==> config.mk <==
export PLATFORM = sky130hd
export DESIGN_NAME = uart_cmd_frame_decode
export DESIGN_NICKNAME = d
export VERILOG_FILES = /design/src/rtl/uart_cmd_frame_decode.sv
export SDC_FILE = /design/constraint.sdc
export NUM_CORES = 1
export LEC_CHECK = 0
export ABC_AREA = 1
export CAP_MARGIN = 10
export CORE_MARGIN = 10
export CORE_UTILIZATION = 43
export CTS_CLUSTER_DIAMETER = 150
export CTS_CLUSTER_SIZE = 12
export DETAILED_ROUTE_END_ITERATION = 6
export PLACE_DENSITY_LB_ADDON = 0.3
export SLEW_MARGIN = 0
export SYNTH_ARGS = -nofsm -noshare
export SYNTH_HDL_FRONTEND = slang
export SYNTH_SLANG_ARGS = --single-unit
==> constraint.sdc <==
create_clock -name sclk -period 1.5 [get_ports sclk]
set_input_delay 0.3 -clock sclk [delete_from_list [all_inputs] [get_ports sclk]]
set_output_delay 0.3 -clock sclk [all_outputs]
set_load 0.05 [all_outputs]
==> src/rtl/uart_cmd_frame_decode.sv <==
// Command frame decoder between the UART receiver and the SDRAM write/read controllers.
// Optional inter-byte payload timeout is enabled by defining CMD_TIMEOUT_EN.
module uart_cmd_frame_decode #(
    parameter int                DATA_W      = 8,
    parameter int                BURST_LEN   = 4,
    parameter logic [DATA_W-1:0] WR_CMD      = 8'h55,
    parameter logic [DATA_W-1:0] RD_CMD      = 8'hAA,
    parameter int                TIMEOUT_CYC = 50000
) (
    input  logic              sclk,
    input  logic              s_rst,
    input  logic              uart_flag,
    input  logic [DATA_W-1:0] uart_data,
    input  logic              wfifo_full,
    output logic              wfifo_wr_en,
    output logic [DATA_W-1:0] wfifo_data,
    output logic              wfifo_clr,
    output logic              wr_trig,
    output logic              rd_trig,
    output logic              cmd_err,
    output logic              frame_err
);

    localparam int CNT_W = $clog2(BURST_LEN + 1);

    if (BURST_LEN < 1 || BURST_LEN > 256) begin : g_bad_burst_len
        $error("uart_cmd_frame_decode: BURST_LEN must be 1..256");
    end
    if (TIMEOUT_CYC < 1) begin : g_bad_timeout
        $error("uart_cmd_frame_decode: TIMEOUT_CYC must be at least 1");
    end

    typedef enum logic [1:0] {
        IDLE    = 2'd0,
        WR_DATA = 2'd1,
        WR_DONE = 2'd2
    } state_t;

    state_t            state_q, state_d;
    logic [CNT_W-1:0]  cnt_q, cnt_d;
    logic              wfifo_wr_en_q, wfifo_wr_en_d;
    logic [DATA_W-1:0] wfifo_data_q, wfifo_data_d;
    logic              wfifo_clr_q, wfifo_clr_d;
    logic              wr_trig_q, wr_trig_d;
    logic              rd_trig_q, rd_trig_d;
    logic              cmd_err_q, cmd_err_d;
    logic              frame_err_q, frame_err_d;

`ifdef CMD_TIMEOUT_EN
    localparam int TO_W = (TIMEOUT_CYC > 1) ? $clog2(TIMEOUT_CYC) : 1;
    logic [TO_W-1:0] idle_cnt_q, idle_cnt_d;
`endif

    always_comb begin
        state_d       = state_q;
        cnt_d         = cnt_q;
        wfifo_wr_en_d = 1'b0;
        wfifo_data_d  = wfifo_data_q;
        wfifo_clr_d   = 1'b0;
        wr_trig_d     = 1'b0;
        rd_trig_d     = 1'b0;
        cmd_err_d     = 1'b0;
        frame_err_d   = 1'b0;
`ifdef CMD_TIMEOUT_EN
        // Zero unless idling in WR_DATA, so entry and every byte restart the count.
        idle_cnt_d    = '0;
`endif
        case (state_q)
            IDLE, WR_DONE: begin
                wr_trig_d = (state_q == WR_DONE);
                state_d   = IDLE;
                if (uart_flag) begin
                    if (uart_data == WR_CMD) begin
                        state_d = WR_DATA;
                        cnt_d   = '0;
                    end else if (uart_data == RD_CMD) begin
                        rd_trig_d = 1'b1;
                    end else begin
                        cmd_err_d = 1'b1;
                    end
                end
            end
            WR_DATA: begin
                if (uart_flag) begin
                    if (!wfifo_full) begin
                        wfifo_wr_en_d = 1'b1;
                        wfifo_data_d  = uart_data;
                        if (cnt_q == CNT_W'(BURST_LEN - 1)) begin
                            state_d = WR_DONE;
                            cnt_d   = '0;
                        end else begin
                            cnt_d = cnt_q + CNT_W'(1);
                        end
                    end else begin
                        wfifo_clr_d = 1'b1;
                        frame_err_d = 1'b1;
                        state_d     = IDLE;
                        cnt_d       = '0;
                    end
                end else begin
`ifdef CMD_TIMEOUT_EN
                    if (idle_cnt_q == TO_W'(TIMEOUT_CYC - 1)) begin
                        wfifo_clr_d = 1'b1;
                        frame_err_d = 1'b1;
                        state_d     = IDLE;
                        cnt_d       = '0;
                    end else begin
                        idle_cnt_d = idle_cnt_q + TO_W'(1);
                    end
`endif
                end
            end
            default: begin
                state_d = IDLE;
                cnt_d   = '0;
            end
        endcase
    end

    always_ff @(posedge sclk) begin
        if (s_rst) begin
            state_q       <= IDLE;
            cnt_q         <= '0;
            wfifo_wr_en_q <= 1'b0;
            wfifo_data_q  <= '0;
            wfifo_clr_q   <= 1'b0;
            wr_trig_q     <= 1'b0;
            rd_trig_q     <= 1'b0;
            cmd_err_q     <= 1'b0;
            frame_err_q   <= 1'b0;
`ifdef CMD_TIMEOUT_EN
            idle_cnt_q    <= '0;
`endif
        end else begin
            state_q       <= state_d;
            cnt_q         <= cnt_d;
            wfifo_wr_en_q <= wfifo_wr_en_d;
            wfifo_data_q  <= wfifo_data_d;
            wfifo_clr_q   <= wfifo_clr_d;
            wr_trig_q     <= wr_trig_d;
            rd_trig_q     <= rd_trig_d;
            cmd_err_q     <= cmd_err_d;
            frame_err_q   <= frame_err_d;
`ifdef CMD_TIMEOUT_EN
            idle_cnt_q    <= idle_cnt_d;
`endif
        end
    end

    assign wfifo_wr_en = wfifo_wr_en_q;
    assign wfifo_data  = wfifo_data_q;
    assign wfifo_clr   = wfifo_clr_q;
    assign wr_trig     = wr_trig_q;
    assign rd_trig     = rd_trig_q;
    assign cmd_err     = cmd_err_q;
    assign frame_err   = frame_err_q;

endmodule

==> out/qor.yml, run 1 <==
outcome: "completed"
vias: 735
drc: 0
diodes: 0
power_mw: 0.804
drv_slew: 0
synth_edf_count: 0
clkSinkCount: 18
power.switching_mw: 0.182
die_y_um: 62.9
cp-startpoint: "uart_flag"
yosys.area.top_type: "dfxtp_1"
synth_top_area_frac: 0.456
port_buffers: 25
clkPwrFrac: 0.293
die_w_um: 62.9
p_int_mw: 0.621
gp_congestion: 0.794
regArea_sq_um: 360
switching_share: 0.227
dp_hpwl_um: 1540
avgSynthCellArea_sq_um: 7.82
dieArea_sq_um: 3950
fmax_ghz: 0.788
wl_per_cell_um: 11.9
cts_root_buf: "clkbuf_4"
grt_pass1_wl_um: 3240
synth_top_cells_by_area: "dfxtp_1, inv_1, nor2_1, nand2_1, a21oi_1"
io_pins: 26
post-cts-setup-buffers: 0
p_leak_nw: 0.557
hold_viol_final: 0
cts_tree: "done"
setup_tns_ps: 0
async_flop_share: 0
drt_wl_total_um: 1880
required_ps: 1690
reg2reg_from: "state_q[0]"
clk_path_buf_depth: 2
syn2layout_area_growth_pct: 58.5
syn_area_sq_um: 790
ant_nets: 0
numCtsBuffers: 3
dpl_cell_area_sq_um: 1230
rows: 15
ir_drop_uv: 482
synth-seq-cells: 18
via_per_inst: 4.65
grt_use_total: 0.0996
power_density_nw_per_um2: 642
p_comb_frac: 0.109
synth.most_common_cell: "dfxtp_1"
fill_cells: 140
reg2reg_depth: 7
crit_arrival_ps: 1460
nets: 148
min_period_ps: 1270
max_slew_margin: 0.778
period_share: 0.847
seq_area_frac_synth: 0.456
holdCritPathClass: "reg -> reg"
grt_max_degree: 16
cts_resized: 0
drt-pass1-iter-count: 4
rsz0062_at_grt: "no"
worst_pin_slew_ps: 333
netlist_instances: 101
finClkSkew_ps: 5.74
cts.clk_slew.worst_paths_ps: 90
critPathKind: "in -> reg"
htree_levels: 1
hold_path_depth: 2
ys_warn_count: 0
maxCapViolCount: 0
worstSetupStartpointType: "input pin"
final_design_area_no_fill_sq_um: 1250
r2r_slack_ps: 260
start_util: 0.457
grt-ovfl-total: 0
syn-num-nets: 114
finalSetupViolCount: 0
multi_input_area_sq_um: 330
synth_ff_type: "dfxtp_1"
first_iter_violations: 14
antenna_found_initial: 0
end_kind: "flop"
layout-drive-gt1-share: 0.248
reg2reg_to: "wfifo_data[0]"
hold-path-endpoint: "cnt_q[2]"
clk_latency_ps: 290
synth_cell_types: 21
grt_pass1_vias: 735
min_from: "cnt_q[2]"
p_seq_frac: 0.599
core_area_sq_um: 1730
ctsHoldBuffers: 0
path_max_fanout: 4
final_util: 0.725
synth_common_cells: "dfxtp_1, inv_1, nor2_1, nand2_1, a21oi_1"
## per-stage QoR
step / std cells / setup slack [ps] / hold slack (ps)
after CTS: 158 / 245 / 460
after floorplan: 101 / 306 / 422
after global placement: 155 / -38.8 / 444
after detailed placement: 155 / -84.1 / 445
after global routing: 158 / 97.4 / 500
final: 158 / 230 / 453
## power groups by stage
stage	Sequential, mW	Combinational [mW]	Clock (mW)
floorplan	0.497	0.0235	0
global placement	0.492	0.0865	0
detailed placement	0.492	0.0873	0
CTS	0.481	0.0877	0.242
global route	0.482	0.0936	0.264
finish	0.481	0.0873	0.235
## area by class of cell
cell class	instances	area share
clock buffers	3	0.0180
inverters	17	0.0510
multi-input cells	63	0.264
flip-flops and latches	18	0.288
well taps	25	0.0250
repair buffers	32	0.354
## critical path: stages
cell and delay, ps:
clkdlybuf4s50_1 580, buf_4 150, nand3_1 110, nand2_1 140
nand2_1 70, nand2_1 60, nor2_1 40
## registers in the layout, indices dropped and copies added (netlist names)
| signal | cells |
|---|---|
| frame_err | 1 |
| wfifo_data | 8 |
| cmd_err | 1 |
| wfifo_wr_en | 1 |
| state_q | 2 |
| rd_trig | 1 |
| wr_trig | 1 |
| cnt_q | 3 |
## routing by layer
metal	up-vias	wire length, um	GRT usage
met1	325	829	0.109
met3	5	147	0.0466
li1	381	-	-
met5	-	0	0
met2	24	858	0.158
met4	0	39	0.0503
## placed cells by master (no fill, tap or decap), drive strengths merged
| cell type | netlist | final |
|---|---|---|
| nand3 | 4 | 4 |
| clkbuf | 0 | 3 |
| nand2 | 16 | 16 |
| clkdlybuf4s50 | 0 | 11 |
| inv | 17 | 17 |
| nand4 | 1 | 1 |
| dfxtp | 18 | 18 |
| ha | 1 | 1 |
| nor3 | 3 | 3 |
| o21ai | 9 | 9 |
| nor2 | 19 | 19 |
| o22ai | 1 | 1 |
| a21oi | 9 | 9 |
| buf | 3 | 21 |
## kinds of logic (layout without fill, tap and decap cells)
logic type / count (synthesis) / in the layout / share of synthesized area
buffers and inverters: 20 / 52 / 0.125
AOI/OAI and AO/OA: 19 / 19 / 0.141
adders and majority gates: 1 / 1 / 0.0158
and+or+nand+nor: 43 / 43 / 0.261
DFF: 18 / 18 / 0.456
## worst max-delay path by stage
stage                     cells past startpoint             to  slack, ps
after floorplan                               1      wfifo_clr        310
after global placement                        6  wfifo_data[0]        -40
after detailed placement                      7       cnt_q[1]        -80
after CTS                                     7       cnt_q[1]        240
after global routing                          7  wfifo_data[0]        100
final                                         7       cnt_q[1]        230
Note: power is estimated with default switching activity, not from simulation.
==> run 2, diff against run 1 <==
--- a/config.mk
+++ b/config.mk
@@ -8,7 +8,7 @@
 export ABC_AREA = 1
 export CAP_MARGIN = 10
 export CORE_MARGIN = 10
-export CORE_UTILIZATION = 43
+export CORE_UTILIZATION = 39
 export CTS_CLUSTER_DIAMETER = 150
 export CTS_CLUSTER_SIZE = 12
 export DETAILED_ROUTE_END_ITERATION = 6
==> constraint.sdc (replaced) <==
create_clock -name sclk -period 1.14 [get_ports sclk]
set_input_delay 0.228 -clock sclk [delete_from_list [all_inputs] [get_ports sclk]]
set_output_delay 0.228 -clock sclk [all_outputs]
set_load 0.05 [all_outputs]
==> out/qor.yml, run 2 (synthesized netlist as in run 1, its figures left out) <==
dp.cells: 164
vias: 795
dpl_cell_area_sq_um: 1300
maxCapViolCount: 0
r2r_slack_ps: -30
drt-pass1-iter-count: 4
io_pins: 26
worst_pin_slew_ps: 299
via_per_inst: 4.65
dp_hpwl_um: 1610
path_max_fanout: 7
rows: 16
largest_reg_flops: 8
min_period_ps: 1170
hold_viol_final: 0
core_area_sq_um: 1940
worstSetupStartpointType: "flop"
power_mw: 1.07
rsz0062_at_grt: "yes"
reg2reg_depth: 7
required_ps: 1360
reg2reg_to: "wfifo_data[2]"
die_w_um: 65.0
min_from: "uart_data[5]"
final_common_cell: "buf_4"
numCtsBuffers: 3
wl_per_cell_um: 12.2
syn2layout_area_growth_pct: 78.4
ant_nets: 0
port_buffers: 25
gp_congestion: 0.778
nets: 159
clk_path_buf_depth: 2
cts.clk_slew.worst_paths_ps: 90
diodes: 0
htree_levels: 1
reg2reg_from: "state_q[0]"
ctsHoldBuffers: 0
ir_drop_uv: 484
grt_max_degree: 13
clkSinkCount: 18
fmax_ghz: 0.851
hold-path-endpoint: "wfifo_data[5]"
drt_wl_total_um: 2080
crit_arrival_ps: 1400
hold_path_depth: 4
antenna_found_initial: 0
drv_slew: 0
max_slew_margin: 0.798
setup_ws_ps: -34.7
period_share: 1.03
outcome: "complete, but fails checks"
grt-ovfl-total: 0
cts_tree: "done"
finClkSkew_ps: 2.27
layout-drive-gt1-share: 0.424
grt_pass1_vias: 774
grt_use_total: 0.0975
final_design_area_no_fill_sq_um: 1410
critPathKind: "reg -> reg"
drc: 0
mostFrequentLayoutCells: "buf_4, buf_12, dfxtp_1"
start_util: 0.407
holdCritPathClass: "in -> reg"
p_leak_nw: 0.663
finalNonFillerCells: 171
end_kind: "flop"
die_y_um: 65.0
dieArea_sq_um: 4220
first_iter_violations: 16
grt_pass1_wl_um: 3280
clk_latency_ps: 290
power_density_nw_per_um2: 759
cts_root_buf: "clkbuf_4"
finalSetupViolCount: 4
violations: "negative setup slack"
cp-startpoint: "state_q[0]"
-- run 2: worst max path at each step --
stage / to / slack (ps) / cells past startpoint
6_report: wfifo_data[2] / -30 / 7
5_1_grt: wfifo_data[3] / -120 / 6
4_1_cts: cnt_q[1] / -5 / 8
3_5_place_dp: cnt_q[0] / -380 / 9
3_3_place_gp: cnt_q[1] / -340 / 8
2_1_floorplan: wfifo_clr / 20 / 1
-- run 2: final cells by class --
class,instances,area (sq um)
timing repair buffer,43,552
fill,141,533
multi-input combinational,63,372
sequential,18,365
inverter,17,63.8
tap,27,33.8
clock buffer,3,22.5
-- run 2: layer usage --
layer	routed length (um)	part of all wire	GRT usage
met5	0	0	0
met4	66	0.032	0.0642
met3	162	0.078	0.0464
met2	985	0.47	0.161
met1	866	0.42	0.0956
-- run 2: power breakdown --
group	internal (mW)	leakage [nW]	switching (mW)
clock	0.123	0.0138	0.180
sequential	0.631	0.147	0.00209
combinational	0.0726	0.502	0.0619
total	0.826	0.663	0.244
-- run 2: timing repair --
| item | 4_1_cts | 5_1_grt |
|---|---|---|
| buffers inserted | 0 | 4 |
| resized for setup | 4 | 28 |
| setup endpoints to repair | 4 | 18 |
| gates cloned | 0 | 0 |
| pin swaps | 1 | 7 |
-- run 2: metrics by stage --
step           setup slack (ps)  hold slack, ps  TNS [ps]  utilization
2_1_floorplan              17.7             363         0            -
3_3_place_gp               -344             433     -4180        0.668
3_5_place_dp               -379             448     -4580        0.668
4_1_cts                   -5.46             421     -10.8        0.680
5_1_grt                    -116             313      -776        0.726
6_report                  -34.7             306     -76.0        0.726
-- run 2: critical path, cell delays in order, from the launching register on --
cell	delay, ps
dfxtp_2	340
inv_2	50
nor2_4	150
nand2_4	90
nor2_8	170
buf_6	140
o21ai_1	60
a21oi_1	100
